<file path="src/rtl/wash_pkg.sv">
// Shared types and constants for the wash-cycle sequencer.
package wash_pkg;

  typedef enum logic [2:0] {
    ST_IDLE  = 3'd0,
    ST_FILL  = 3'd1,
    ST_WASH  = 3'd2,
    ST_RINSE = 3'd3,
    ST_SPIN  = 3'd4,
    ST_DONE  = 3'd5,
    ST_PAUSE = 3'd6,
    ST_FAULT = 3'd7
  } state_e;

  localparam logic [2:0] CTRL_OFF   = 3'd0;
  localparam logic [2:0] CTRL_FILL  = 3'd1;
  localparam logic [2:0] CTRL_WASH  = 3'd2;
  localparam logic [2:0] CTRL_RINSE = 3'd3;
  localparam logic [2:0] CTRL_SPIN  = 3'd4;
  localparam logic [2:0] CTRL_FAULT = 3'd7;

  localparam int unsigned STAT_BUSY      = 0;
  localparam int unsigned STAT_PAUSED    = 1;
  localparam int unsigned STAT_FAULT     = 2;
  localparam int unsigned STAT_DONE      = 3;
  localparam int unsigned STAT_STATE_LSB = 4;
  localparam int unsigned STAT_LOCK      = 7;

  // States that run the down-counter.
  function automatic logic is_timed(input state_e s);
    return (s == ST_FILL) || (s == ST_WASH) || (s == ST_RINSE) || (s == ST_SPIN);
  endfunction

  // States in which the drum is closed and actively working.
  function automatic logic is_active(input state_e s);
    return is_timed(s);
  endfunction

endpackage

</file>
<file path="src/rtl/wash_timer.sv">
// Loadable down-counter that stops at zero and can be frozen.
module wash_timer #(
  parameter int unsigned CNT_W = 8
) (
  input  logic             clk,
  input  logic             rst,
  input  logic             load,
  input  logic [CNT_W-1:0] load_val,
  input  logic             freeze,
  output logic [CNT_W-1:0] count,
  output logic             zero
);

  // Load has priority over freeze; the counter saturates at zero.
  always_ff @(posedge clk) begin
    if (rst) begin
      count <= '0;
    end else if (load) begin
      count <= load_val;
    end else if (!freeze && (count != '0)) begin
      count <= count - CNT_W'(1);
    end
  end

  // Terminal-count flag.
  always_comb begin
    zero = (count == '0);
  end

endmodule

</file>
<file path="src/rtl/wash_cycle_ctrl.sv">
// Wash program sequencer: fill, wash, rinse, spin, with lid pause and fill fault.
module wash_cycle_ctrl
  import wash_pkg::*;
#(
  parameter int unsigned FILL_TICKS  = 8,
  parameter int unsigned WASH_TICKS  = 16,
  parameter int unsigned RINSE_TICKS = 8,
  parameter int unsigned SPIN_TICKS  = 12,
  parameter int unsigned CNT_W       = 8
) (
  input  logic             clk,
  input  logic             rst,
  input  logic             start,
  input  logic             cancel,
  input  logic             lid_open,
  input  logic             water_full,
  output logic [2:0]       ctrl,
  output logic             fill_valve,
  output logic             drain_valve,
  output logic             door_lock,
  output logic             done,
  output logic [CNT_W-1:0] remaining,
  output logic [7:0]       status
);

  localparam logic [CNT_W-1:0] FILL_LOAD  = CNT_W'(FILL_TICKS - 1);
  localparam logic [CNT_W-1:0] WASH_LOAD  = CNT_W'(WASH_TICKS - 1);
  localparam logic [CNT_W-1:0] RINSE_LOAD = CNT_W'(RINSE_TICKS - 1);
  localparam logic [CNT_W-1:0] SPIN_LOAD  = CNT_W'(SPIN_TICKS - 1);

  state_e           state;
  state_e           state_nx;
  state_e           saved;
  state_e           saved_nx;
  logic             tmr_load;
  logic             tmr_freeze;
  logic [CNT_W-1:0] tmr_val;
  logic [CNT_W-1:0] count;
  logic             tmr_zero;

  wash_timer #(
    .CNT_W(CNT_W)
  ) u_timer (
    .clk      (clk),
    .rst      (rst),
    .load     (tmr_load),
    .load_val (tmr_val),
    .freeze   (tmr_freeze),
    .count    (count),
    .zero     (tmr_zero)
  );

  // State and paused-from state registers.
  always_ff @(posedge clk) begin
    if (rst) begin
      state <= ST_IDLE;
      saved <= ST_IDLE;
    end else begin
      state <= state_nx;
      saved <= saved_nx;
    end
  end

  // Next state: cancel beats lid, lid beats timer/sensor events.
  always_comb begin
    state_nx = state;
    saved_nx = saved;
    if ((state != ST_IDLE) && cancel) begin
      state_nx = ST_IDLE;
    end else begin
      case (state)
        ST_IDLE: begin
          if (start && !lid_open && !cancel) state_nx = ST_FILL;
        end
        ST_FILL: begin
          if (water_full)    state_nx = ST_WASH;
          else if (tmr_zero) state_nx = ST_FAULT;
        end
        ST_WASH, ST_RINSE, ST_SPIN: begin
          if (lid_open) begin
            saved_nx = state;
            state_nx = ST_PAUSE;
          end else if (tmr_zero) begin
            case (state)
              ST_WASH:  state_nx = ST_RINSE;
              ST_RINSE: state_nx = ST_SPIN;
              default:  state_nx = ST_DONE;
            endcase
          end
        end
        ST_DONE:  state_nx = ST_IDLE;
        ST_PAUSE: begin
          if (!lid_open) state_nx = saved;
        end
        ST_FAULT: state_nx = ST_FAULT;
        default:  state_nx = ST_IDLE;
      endcase
    end
  end

  // Timer control: load on fresh entry to a timed state, hold while paused.
  always_comb begin
    tmr_freeze = (state == ST_PAUSE);
    tmr_load   = (state_nx != state) && (state != ST_PAUSE) && is_timed(state_nx);
    case (state_nx)
      ST_FILL:  tmr_val = FILL_LOAD;
      ST_WASH:  tmr_val = WASH_LOAD;
      ST_RINSE: tmr_val = RINSE_LOAD;
      ST_SPIN:  tmr_val = SPIN_LOAD;
      default:  tmr_val = '0;
    endcase
  end

  // Output decode from registered state and timer.
  always_comb begin
    ctrl        = CTRL_OFF;
    fill_valve  = 1'b0;
    drain_valve = 1'b0;
    door_lock   = is_active(state);
    done        = (state == ST_DONE);
    remaining   = '0;
    status      = '0;
    case (state)
      ST_FILL:  ctrl = CTRL_FILL;
      ST_WASH:  ctrl = CTRL_WASH;
      ST_RINSE: ctrl = CTRL_RINSE;
      ST_SPIN:  ctrl = CTRL_SPIN;
      ST_FAULT: ctrl = CTRL_FAULT;
      default:  ctrl = CTRL_OFF;
    endcase
    fill_valve  = (state == ST_FILL);
    drain_valve = (state == ST_SPIN);
    if (is_timed(state) || (state == ST_PAUSE)) remaining = count;
    status[STAT_BUSY]               = is_active(state) || (state == ST_PAUSE);
    status[STAT_PAUSED]             = (state == ST_PAUSE);
    status[STAT_FAULT]              = (state == ST_FAULT);
    status[STAT_DONE]               = (state == ST_DONE);
    status[STAT_STATE_LSB +: 3]     = 3'(state);
    status[STAT_LOCK]               = is_active(state);
  end

endmodule

</file>
<file path="config.mk">
export PLATFORM = sky130hd
export DESIGN_NAME = wash_cycle_ctrl
export DESIGN_NICKNAME = d
export VERILOG_FILES = /design/src/rtl/wash_pkg.sv /design/src/rtl/wash_timer.sv /design/src/rtl/wash_cycle_ctrl.sv
export SDC_FILE = /design/constraint.sdc
export NUM_CORES = 1
export LEC_CHECK = 0
export CAP_MARGIN = 30
export CORE_UTILIZATION = 48
export CTS_BUF_LIST = sky130_fd_sc_hd__clkbuf_8 sky130_fd_sc_hd__clkbuf_16
export CTS_CLUSTER_DIAMETER = 80
export CTS_CLUSTER_SIZE = 14
export DETAILED_ROUTE_END_ITERATION = 8
export PLACE_DENSITY = 0.88
export SLEW_MARGIN = 30
export SYNTH_ARGS = -nofsm -noshare
export SYNTH_HDL_FRONTEND = slang
export SYNTH_SLANG_ARGS = --single-unit
</file>
<file path="constraint.sdc">
create_clock -name clk -period 2.7 [get_ports clk]
set_input_delay 0.27 -clock clk [delete_from_list [all_inputs] [get_ports clk]]
set_output_delay 0.27 -clock clk [all_outputs]
set_load 0.005 [all_outputs]
</file>
==> impl_summary.md, run 1 <==
Status
The run finished with clean final reports.

Pwr
The share of power burned in the clock network is 21.8%. The part of the total power dissipated in sequential elements is 33.2%. The power share of the combinational group is 45.0%.

The peak supply drop is between 0.4 and 0.5 mV. After layout, the design draws a total of 0.928 mW. The areal power density over the cells is just over 600 nW/um^2. Summed over all nets, the switching power comes to roughly 0.34 mW. The switching portion of total power is 36.6%. The analysis attributes to cell leakage a power of 0.589 nW. Cell internal power was estimated by the tool at between 0.5 and 0.6 mW.

Cells and area
The relative area change from synthesis to final layout is 34.0%. In the final layout, the multi-input gates occupy 788 um^2. Registers take 280 um^2. The filler cell count is around 200. The net count of the finished layout is 189. The number of antenna diodes in the final layout is 0. In the final layout, the share of cells above drive strength 1 is 15.6%. The final non-filler cell total is 208. The cell area after layout is 1530 um^2.

Detailed routing
The first-pass detailed-route iteration total is 4. The first routing iteration left 19 violations. In the final routed layout, each cell accounts on average for 14.7 um. In the routed layout, each cell is associated on average with a via count of 5.85. After detailed routing, the number of remaining DRC violations is 0.

The final layout contains routed wiring with a total length of 3.07 mm. The detailed router placed 1216 vias in this run. The antenna violation net count after detailed routing is 0.

Placement
The total placed cells including tap cells is 204. Prior to clock tree synthesis, the placed netlist has a worst setup slack of approximately 0.12 ns. The estimated wirelength of the detail-placed design is ~2.3 mm.

The number of I/O port buffers is 28. The congestion estimate from routability-driven global placement came to ~1. The placed instance area is 1470 um^2.

Worst setup path
The arrival time at the worst endpoint is 2.69 ns. Of all nets on the critical path, the largest fanout is 5. The maximum cell stage delay along the critical path is about 0.49 ns. The path type of the worst setup path is flip-flop to flip-flop.

For this design, the slowest cell found on the critical path is or4b_4. The critical path goes through inv_1 -> ha_1 -> or4b_4 -> nor2_4 -> a211oi_1 -> a221o_1 -> a211oi_2 -> o22ai_2 -> mux2_4. The worst setup path is captured at a flip-flop. The logic depth of the worst setup path including buffers is 9. STA puts the critical path data required time at 2.84 ns. Together, buffers and inverters on the worst path number 1. The number of cells traversed by the worst register-to-register path is 9.

The worst setup path is launched from a flip-flop. On the critical path the largest part of the delay comes from compound AO/OA/AOI/OAI gates.

Timing
The part of the cycle the worst path needs is a little over nine tenths. At the pin with the least slew margin, the transition time is about 0.55 ns. Derived from the worst setup path, the maximum achievable clock frequency is 392 MHz. Measured against its own limit, the worst slew margin works out to 63.5%. The number of slew-limit violations in the final report came to 0. The number of hold violations in the final report is 0. The final count of negative-setup-slack endpoints is 0. The worst slack on hold paths is 0.500 ns.

The clock arrives with 0.00360 ns of skew. The final critical-path required period is roughly 2.6 ns. Setup slack closes at 0.149 ns.

Synthesis
After synthesis, the share of flip-flops with an asynchronous set or reset is 0%. Counting flops with a built-in enable in the synthesized netlist gives 0. Each instance of the synthesized netlist takes up on average 7.71 um^2. The number of distinct standard cells referenced by the synthesized netlist is 42. The mapped cell area is 1140 um^2. The number of nets handed over by synthesis was 156. Among all flip-flop cells after synthesis, the most frequent one is dfxtp_1. During synthesis, Yosys emitted a total of 0 warnings. The share of the yosys chip area belonging to registers is 24.6%. Synthesis inferred 14 register bits. The cell count after synthesis is 148.

Clock network
The clock slew seen by the registers of the worst setup and hold paths is 0.06 ns. Post-CTS repair changed the size of 0 cells. The TritonCTS sink count is 14.

In this run, CTS created clock tree buffers numbering 3. The maximum buffer depth of the clock tree is 2. Post-CTS timing repair inserted 0 buffers for setup.

The CTS tree is yes. Clock tree synthesis selected as its root buffer the cell clkbuf_8. After clock tree synthesis, the flow added hold-fix buffers numbering 0. CTS built an H-tree with a depth of 1. The clock latency on the worst-skew pair is 0.24 ns.

Die
The number of placement rows is 17. The floorplan step set the die height to 50.8 um. The total area inside the core boundary comes to 2230 um^2.

Once the floorplan was initialized, standard cells occupied 51.1% of the core. The top-level port count is 29. The width of the chip is 50.8 um.

The floorplan step defined a die boundary enclosing approximately 2600 um^2.

Global route
Entering global routing, the biggest net connects 16 pins. Summed over all layers, the global routing overflow is 0. The initial antenna violation count is 0. Global routing consumed, over all layers together, 26.6% of the routing resources. The first global-routing pass estimated 5.14 mm of wire. The via count of the first global-routing pass is 1140.

Worst hold path
The path class of the tightest hold or removal check is flip-flop to flip-flop. The worst hold path passes through 2 cells.

Run
The number of maximum-capacitance constraint violations is 0.
final timing paths:
kind | from | end | slack, ns
worst max-delay path | u_timer.count[0] | u_timer.count[2] | 0.15
worst min-delay path | saved[0] | saved[0] | 0.50
worst max register to register | u_timer.count[0] | u_timer.count[2] | 0.15
worst min register to register | saved[0] | saved[0] | 0.50
stage by stage:
| stage | util, % | TNS (ns) |
|---|---|---|
| finish | 68.5 | 0 |
| global route | 68.5 | -0.0155 |
| CTS | 68.2 | 0 |
| detailed placement | 65.7 | 0 |
| global placement | 65.7 | 0 |
| floorplan | - | 0 |
flip-flops by register name (all words and copies together), names as in the netlist:
| register | cells |
|---|---|
| saved | 3 |
| state | 3 |
| u_timer.count | 8 |
cells in the mapped netlist (2+ instances only):
| cell | instances | share of area (%) |
|---|---|---|
| and2_1 | 8 | 4.4 |
| nand2_1 | 11 | 3.6 |
| a21o_1 | 2 | 1.3 |
| nor4_1 | 4 | 2.2 |
| xnor2_1 | 8 | 6.1 |
| nor4b_1 | 2 | 1.5 |
| nand3_1 | 3 | 1.3 |
| mux2i_1 | 3 | 2.6 |
| buf_2 | 3 | 1.3 |
| nor3_1 | 10 | 4.4 |
| nand2b_1 | 5 | 2.7 |
| buf_4 | 4 | 2.6 |
| dfxtp_1 | 14 | 25 |
| nor2b_1 | 2 | 1.1 |
| inv_1 | 8 | 2.6 |
| nor2_1 | 18 | 5.9 |
| a211oi_1 | 4 | 2.6 |
| ha_1 | 2 | 2.2 |
| a21oi_1 | 11 | 4.8 |
| o21ai_0 | 4 | 1.8 |
worst register-to-register path, stage by stage (launching register included):
cell and delay [ns]:
dfxtp_1 0.34, inv_1 0.09, ha_1 0.16, or4b_4 0.49
nor2_4 0.17, a211oi_1 0.09, a221o_1 0.40, a211oi_2 0.27
o22ai_2 0.13, mux2_4 0.31
logic make-up after synthesis:
kind of cell    share of synthesized area, %
xor+xnor                                6.14
simple gates                            34.4
flops                                   24.6
buf+inv                                 6.91
fa+ha+maj                               2.19
mux                                     3.95
compound gates                          21.8
metal layers:
| metal | track usage, % | vias to the layer above | part of all wire, % |
|---|---|---|---|
| met5 | 0 | - | 0 |
| met4 | 10.6 | 0 | 0.91 |
| met3 | 4.55 | 4 | 5.0 |
| met2 | 46.9 | 42 | 51 |
| met1 | 31.6 | 583 | 43 |
| li1 | - | 587 | - |
power by group through the flow:
stage          Clock (mW)  Sequential (mW)  Combinational, mW
2_1_floorplan           0            0.294              0.336
3_3_place_gp            0            0.308              0.396
3_5_place_dp            0            0.312              0.412
4_1_cts             0.207            0.308              0.418
5_1_grt             0.219            0.316              0.464
6_report            0.202            0.309              0.417
placed cells by master (no fill, tap or decap), types with 8 or more instances in the layout:
cell and n:
a21oi_1 11, and2_1 8, buf_4 8, clkdlybuf4s50_1 28, dfxtp_1 14, inv_1 8
nand2_1 11, nor2_1 18, nor3_1 10, xnor2_1 8
final cells by class:
cell class	count	area share (%)
clock buffers	4	3.60
inverters	8	1.96
multi-input cells	118	51.6
flip-flops and latches	14	18.3
well taps	28	2.29
repair buffers	36	22.3
(Power assumes the default switching activity.)
==> run 2, diff against run 1 <==
--- a/config.mk
+++ b/config.mk
@@ -6,11 +6,13 @@
 export NUM_CORES = 1
 export LEC_CHECK = 0
 export CAP_MARGIN = 30
+export CORE_MARGIN = 3
 export CORE_UTILIZATION = 48
 export CTS_BUF_LIST = sky130_fd_sc_hd__clkbuf_8 sky130_fd_sc_hd__clkbuf_16
 export CTS_CLUSTER_DIAMETER = 80
 export CTS_CLUSTER_SIZE = 14
 export DETAILED_ROUTE_END_ITERATION = 8
+export HOLD_SLACK_MARGIN = 0.15
 export PLACE_DENSITY = 0.88
 export SLEW_MARGIN = 30
 export SYNTH_ARGS = -nofsm -noshare
==> impl_summary.md, run 2 (synthesis results as in run 1) <==
Timing
The number of slew-limit violations in the final report is 0 (unchanged). The worst-case clock skew came to 0.00532 ns (was 0.00360 ns). The peak clock frequency supported by timing is 379 MHz (was 392 MHz).

The headroom to the max-slew limit is 62.3% (was 63.5%). The final count of negative-setup-slack endpoints was 0 (unchanged). The number of hold violations in the final report is 0 (unchanged). The final critical-path required period is 2.64 ns (was 2.55 ns). The actual slew at the worst max-slew pin is 0.561 ns (was 0.546 ns). The part of the cycle the worst path needs is 97.6% (was 94.5%).

The final critical-path setup slack is 0.0636 ns (was 0.149 ns). The setup total negative slack is 0 ns (unchanged).

Worst setup path
The kind of start point of the critical path is a flip-flop (unchanged). The arrival time at the worst endpoint is 2.78 ns (was 2.69 ns). The critical path endpoint category is a flip-flop (unchanged). The path type of the worst setup path is flip-flop to flip-flop (unchanged). The highest net fanout along the worst path is 5 (unchanged). The worst path required time came to 2.84 ns (about the same). The number of cells traversed by the worst register-to-register path was 9 (unchanged).

Global route
The global routing usage summed across all routing layers is 23.4% (was 26.6%). The aggregate global routing overflow is 0 (unchanged). The initial antenna violation count is 0 (unchanged).

The first-pass GRT wire length is 5.02 mm (was 5.14 mm). The via count of the first global-routing pass came to 1120 (was 1140). The maximum number of pins on one net before global-route repair is 16 (unchanged).

Detailed routing
The final routed wire length divided by cell count is 15.6 um (was 14.7 um). The routed via count divided by cell count is 6.02 (was 5.85). The final wirelength is 3.24 mm (was 3.07 mm). The post-route DRC violation count is 0 (unchanged). The highest metal layer with signal wires is met4 (unchanged). The routed length on met2 is 1.56 mm (about the same). The total length of routed met3 wires is 240 um (was 154 um).

The antenna violation net count after detailed routing is 0 (unchanged). The first-pass detailed-route iteration total is 4 (unchanged). The number of design-rule violations left by the first detailed-router iteration came to 39 (was 19).

The total via count after detailed routing came to 1253 (was 1216). The post-route met1 wirelength is 1.33 mm (unchanged).

Cells and area
The number of diodes added for antenna fixing was 0 (unchanged). The register with the most flip-flops is u_timer.count (unchanged). The final non-filler cell total is 208 (unchanged). The utilization after layout is 69.4% (was 68.5%). The relative area change from synthesis to final layout came to 35.9% (was 34.0%). The filler cell count was 182 (was 197).

Largest regs: u_timer.count (8), saved (3), state (3) (unchanged). The number of flip-flops under the largest register name came to 8 (unchanged). The commonest non-fill, non-tap cell in the layout is clkdlybuf4s50_1 (unchanged). The number of nets in the layout is 189 (unchanged).

The proportion of layout cells with a drive suffix above 1 came to 17.8% (was 15.6%). Commonest cells after routing, fill and taps aside: clkdlybuf4s50_1 (28), nor2_1 (18), dfxtp_1 (13) (was clkdlybuf4s50_1 (28), nor2_1 (18), dfxtp_1 (14)).

Clock network
The hold buffer count at cts is 0 (unchanged). The clock slew seen by the registers of the worst setup and hold paths was 0.06 ns (about the same). The CTS tree is yes (unchanged).

The total CTS buffers is 3 (unchanged). The CTS root buffer is clkbuf_8 (unchanged). The depth of the CTS H-tree was 1 (unchanged).

The maximum buffer depth of the clock tree was 2 (unchanged). The clock latency on the worst-skew pair is 0.25 ns (was 0.24 ns). The TritonCTS sink count is 14 (unchanged).

Die
The full die area was 3000 um^2 (was 2580 um^2). The starting utilization of the core area is 51.1% (unchanged). The number of placement rows was 17 (unchanged). The chip height is 54.8 um (was 50.8 um).

The top-level port count is 29 (unchanged). The area of the core was 2230 um^2 (unchanged). The width of the chip is 54.8 um (was 50.8 um).

Pwr
The peak supply drop is 0.554 mV (was 0.463 mV). The total power was 0.988 mW (was 0.928 mW). The standby leakage power is 0.594 nW (was 0.589 nW).

The areal power density over the cells came to 637 nW/um^2 (was 607 nW/um^2).

Placement
The total placed cells including tap cells came to 202 (was 204). The number of I/O port buffers is 28 (unchanged). The worst-case setup slack after placement is 0.0572 ns (was 0.122 ns). The final weighted congestion in routability-driven placement came to 0.929 (was 0.999).

The estimated wirelength of the detail-placed design is 2.30 mm (was 2.28 mm).

Worst hold path
The number of stages on the worst hold path is 2 (unchanged). The type of the tightest min-delay check was flip-flop to flip-flop (unchanged).

Run
The number of maximum-capacitance constraint violations was 0 (unchanged).

Status
Result of the run: complete, no violations (unchanged).
==> run 2: power breakdown <==
group	total (mW)	internal [mW]	switching (mW)
combinational	0.465	0.241	0.223
sequential	0.315	0.251	0.0647
clock	0.208	0.129	0.0782
==> run 2: final timing paths <==
check / startpoint / endpoint / slack, ns
worst max register to register: u_timer.count[1] / u_timer.count[2] / 0.06
worst min register to register: saved[0] / saved[0] / 0.49
worst max-delay path: u_timer.count[1] / u_timer.count[2] / 0.06
worst min-delay path: saved[0] / saved[0] / 0.49
==> run 2: per-layer routing <==
metal | vias to the layer above | global-route usage (%)
met4 | 0 | 11.2
li1 | 588 | -
met2 | 77 | 41.7
met1 | 572 | 26.8
met5 | - | 0
met3 | 16 | 3.27
==> run 2: stage by stage <==
stage | area, um^2 | hold slack [ns]
after floorplan | 1140 | 0.347
after global placement | 1450 | 0.486
after detailed placement | 1450 | 0.494
after CTS | 1510 | 0.507
after global routing | 1550 | 0.559
final | 1550 | 0.493
==> run 2: timing repair <==
action                     4_1_cts  5_1_grt
setup endpoints to repair        0        8
buffers inserted                 0        2
resized for setup                0        7
==> run 2: layout make-up <==
class                      count  area, um^2  share of cell area, %
inverter                       8        30.0                   1.94
clock buffer                   4        55.1                   3.55
timing repair buffer          36         340                   22.0
multi-input combinational    118         808                   52.1
tap                           28        35.0                   2.26
sequential                    14         282                   18.2
==> run 2: worst max-delay path, stage by stage (launching register included) <==
cell,delay [ns]
dfxtp_1,0.33
inv_1,0.08
ha_2,0.18
or4b_4,0.48
nor2_4,0.14
a211oi_1,0.10
a221o_2,0.46
a211oi_4,0.31
o22ai_2,0.14
mux2_4,0.31
==> run 3, diff against run 2 <==
--- a/config.mk
+++ b/config.mk
@@ -7,13 +7,14 @@
 export LEC_CHECK = 0
 export CAP_MARGIN = 30
 export CORE_MARGIN = 3
-export CORE_UTILIZATION = 48
+export CORE_UTILIZATION = 60
 export CTS_BUF_LIST = sky130_fd_sc_hd__clkbuf_8 sky130_fd_sc_hd__clkbuf_16
 export CTS_CLUSTER_DIAMETER = 80
 export CTS_CLUSTER_SIZE = 14
 export DETAILED_ROUTE_END_ITERATION = 8
+export DONT_BUFFER_PORTS = 1
 export HOLD_SLACK_MARGIN = 0.15
-export PLACE_DENSITY = 0.88
+export PLACE_DENSITY = 0.85
 export SLEW_MARGIN = 30
 export SYNTH_ARGS = -nofsm -noshare
 export SYNTH_HDL_FRONTEND = slang
==> impl_summary.md, run 3 (synthesis results as in run 1) <==
Worst setup path
The worst path required time came to 2.83 ns (was 2.84 ns). The worst-path cell with the longest stage delay is or4b_4 (unchanged). The cell class contributing the biggest share of worst-path delay is compound AO/OA/AOI/OAI gates (unchanged). The maximum cell stage delay along the critical path came to 0.48 ns (about the same). Counting stages on the worst path, the most repeated cell is a211oi_2.

The worst path buffer plus inverter count was 1 (unchanged). Crit-path cells: inv_2 -> ha_4 -> or4b_4 -> nor2_4 -> a211oi_2 -> a221o_1 -> a211oi_2 -> o22ai_2 -> mux2_4 (was inv_1 -> ha_2 -> or4b_4 -> nor2_4 -> a211oi_1 -> a221o_2 -> a211oi_4 -> o22ai_2 -> mux2_4). The path type of the worst setup path is flip-flop to flip-flop (unchanged).

The highest net fanout along the worst path is 5 (unchanged). The launch point of the worst path is u_timer.count[0] (was u_timer.count[1]). The kind of start point of the critical path is a flip-flop (unchanged). The critical path endpoint category is a flip-flop (unchanged).

The startpoint of the worst-slack reg-to-reg timing path is u_timer.count[0] (was u_timer.count[1]). The arrival time at the worst endpoint is 2.74 ns (was 2.78 ns).

Die
The top-level port count is 29 (unchanged). The area of the core is 1760 um^2 (was 2230 um^2). The starting utilization of the core area is 64.7% (was 51.1%). The number of placement rows is 15 (was 17). The full die area is 2460 um^2 (was 3000 um^2). The chip height is 49.6 um (was 54.8 um). The width of the chip was 49.6 um (was 54.8 um).

Global route
The maximum number of pins on one net before global-route repair is 13 (was 16). The via count of the first global-routing pass came to 1040 (was 1120). The first-pass GRT wire length is 4.51 mm (was 5.02 mm).

The global routing usage summed across all routing layers is 24.1% (was 23.4%). The initial antenna violation count was 0 (unchanged). The aggregate global routing overflow is 0 (unchanged).

Placement
The final weighted congestion in routability-driven placement came to 0.976 (was 0.929). The estimated wirelength of the detail-placed design came to 2.08 mm (was 2.30 mm). The placed instance area is 1180 um^2 (was 1450 um^2). The number of I/O port buffers is 0 (was 28). The total placed cells including tap cells came to 172 (was 202).

Detailed routing
The total via count after detailed routing is 1115 (was 1253). The number of design-rule violations left by the first detailed-router iteration came to 23 (was 39). The final routed wire length divided by cell count is 16.0 um (was 15.6 um). The final wirelength is 2.85 mm (was 3.24 mm). The routed via count divided by cell count is 6.26 (was 6.02).

The post-route DRC violation count is 0 (unchanged). The antenna violation net count after detailed routing is 0 (unchanged). The first-pass detailed-route iteration total is 4 (unchanged).

Clock network
The CTS tree is yes (unchanged). The clock latency on the worst-skew pair is 0.24 ns (was 0.25 ns). The CTS root buffer was clkbuf_8 (unchanged).

The total CTS buffers is 3 (unchanged). The clock slew seen by the registers of the worst setup and hold paths is 0.05 ns (was 0.06 ns). The TritonCTS sink count is 14 (unchanged). The maximum buffer depth of the clock tree came to 2 (unchanged). The depth of the CTS H-tree is 1 (unchanged).

Timing
The part of the cycle the worst path needs is 96.6% (was 97.6%). The final critical-path required period is 2.61 ns (was 2.64 ns). The number of slew-limit violations in the final report is 0 (unchanged). The number of hold violations in the final report is 0 (unchanged). The worst-case clock skew is 0.00102 ns (was 0.00532 ns). The actual slew at the worst max-slew pin came to 0.636 ns (was 0.561 ns). The peak clock frequency supported by timing was 384 MHz (was 379 MHz). The headroom to the max-slew limit is 57.6% (was 62.3%).

The final count of negative-setup-slack endpoints is 0 (unchanged).

Cells and area
The relative area change from synthesis to final layout came to 12.1% (was 35.9%). The commonest non-fill, non-tap cell in the layout is nor2_1 (was clkdlybuf4s50_1). The number of nets in the layout came to 163 (was 189).

The final non-filler cell total is 178 (was 208). The register with the most flip-flops is u_timer.count (unchanged). The number of diodes added for antenna fixing is 0 (unchanged).

The proportion of layout cells with a drive suffix above 1 is 23.5% (was 17.8%). Commonest cells after routing, fill and taps aside: nor2_1 (18), nand2_1 (11), a21oi_1 (11) (was clkdlybuf4s50_1 (28), nor2_1 (18), dfxtp_1 (13)). Largest regs: u_timer.count (8), saved (3), state (3) (unchanged). The cell area after layout was 1280 um^2 (was 1550 um^2). The number of flip-flops under the largest register name is 8 (unchanged).

Worst hold path
The startpoint of the lowest-slack hold path is cancel (was saved[0]). The type of the tightest min-delay check is input pin to flip-flop (was flip-flop to flip-flop).

Pwr
The areal power density over the cells is 720 nW/um^2 (was 637 nW/um^2). The peak supply drop is 0.668 mV (was 0.554 mV). The standby leakage power is 0.502 nW (was 0.594 nW).

Run
The number of maximum-capacitance constraint violations is 0 (unchanged).

Status
Result of the run: complete, no violations (unchanged).
==> run 3: cell types whose count changed in the layout (fill, tap and decap cells not counted), sizes merged <==
cell and delta:
buf +1, clkbuf -1, clkdlybuf4s50 -28, dlygate4sd3 +1
==> run 3: through the flow <==
step	setup TNS (ns)	setup WS [ns]	total power [mW]	utilization, %	hold slack (ns)
3_3_place_gp	0	0.181	0.679	66.7	0.344
4_1_cts	0	0.0682	0.875	69.6	0.225
5_1_grt	-0.0341	-0.0258	0.987	72.5	0.215
6_report	0	0.0930	0.920	72.5	0.218
3_5_place_dp	0	0.0868	0.700	66.7	0.344
2_1_floorplan	0	0.285	0.630	-	0.347
==> run 3: area by class of cell <==
| type | instances | area [um^2] |
|---|---|---|
| inverters | 8 | 30.0 |
| fillers | 151 | 485 |
| repair buffers | 10 | 77.6 |
| well taps | 25 | 31.3 |
| flip-flops and latches | 14 | 285 |
| clock buffers | 3 | 41.3 |
| multi-input cells | 118 | 813 |
==> run 3: layer usage <==
metal | vias to the layer above | global-route usage, % | share of wire (%)
li1 | 536 | - | -
met1 | 511 | 27.6 | 42
met2 | 60 | 38.1 | 47
met3 | 8 | 5.14 | 7.8
met4 | 0 | 19.4 | 3.3
met5 | - | 0 | 0
==> run 3: power by group <==
part	switching, mW	internal (mW)	total, mW
logic	0.217	0.221	0.438
clock network	0.0679	0.0985	0.166
registers	0.0638	0.252	0.316
total	0.349	0.571	0.920
==> run 3: what timing repair did <==
action | in CTS | in global routing
hold buffers | 1 | 0
buffers inserted | 0 | 2
gates resized for setup | 0 | 11
setup endpoints to repair | 0 | 1
hold endpoints to repair | 11 | 0
==> run 3: path summary, 6_finish.rpt <==
kind              depth (start not counted)               end  slack (ns)
hold reg to reg                           2          saved[0]        0.52
hold / removal                            2          state[2]        0.22
setup reg to reg                          9  u_timer.count[2]        0.09
setup / recovery                          9  u_timer.count[2]        0.09
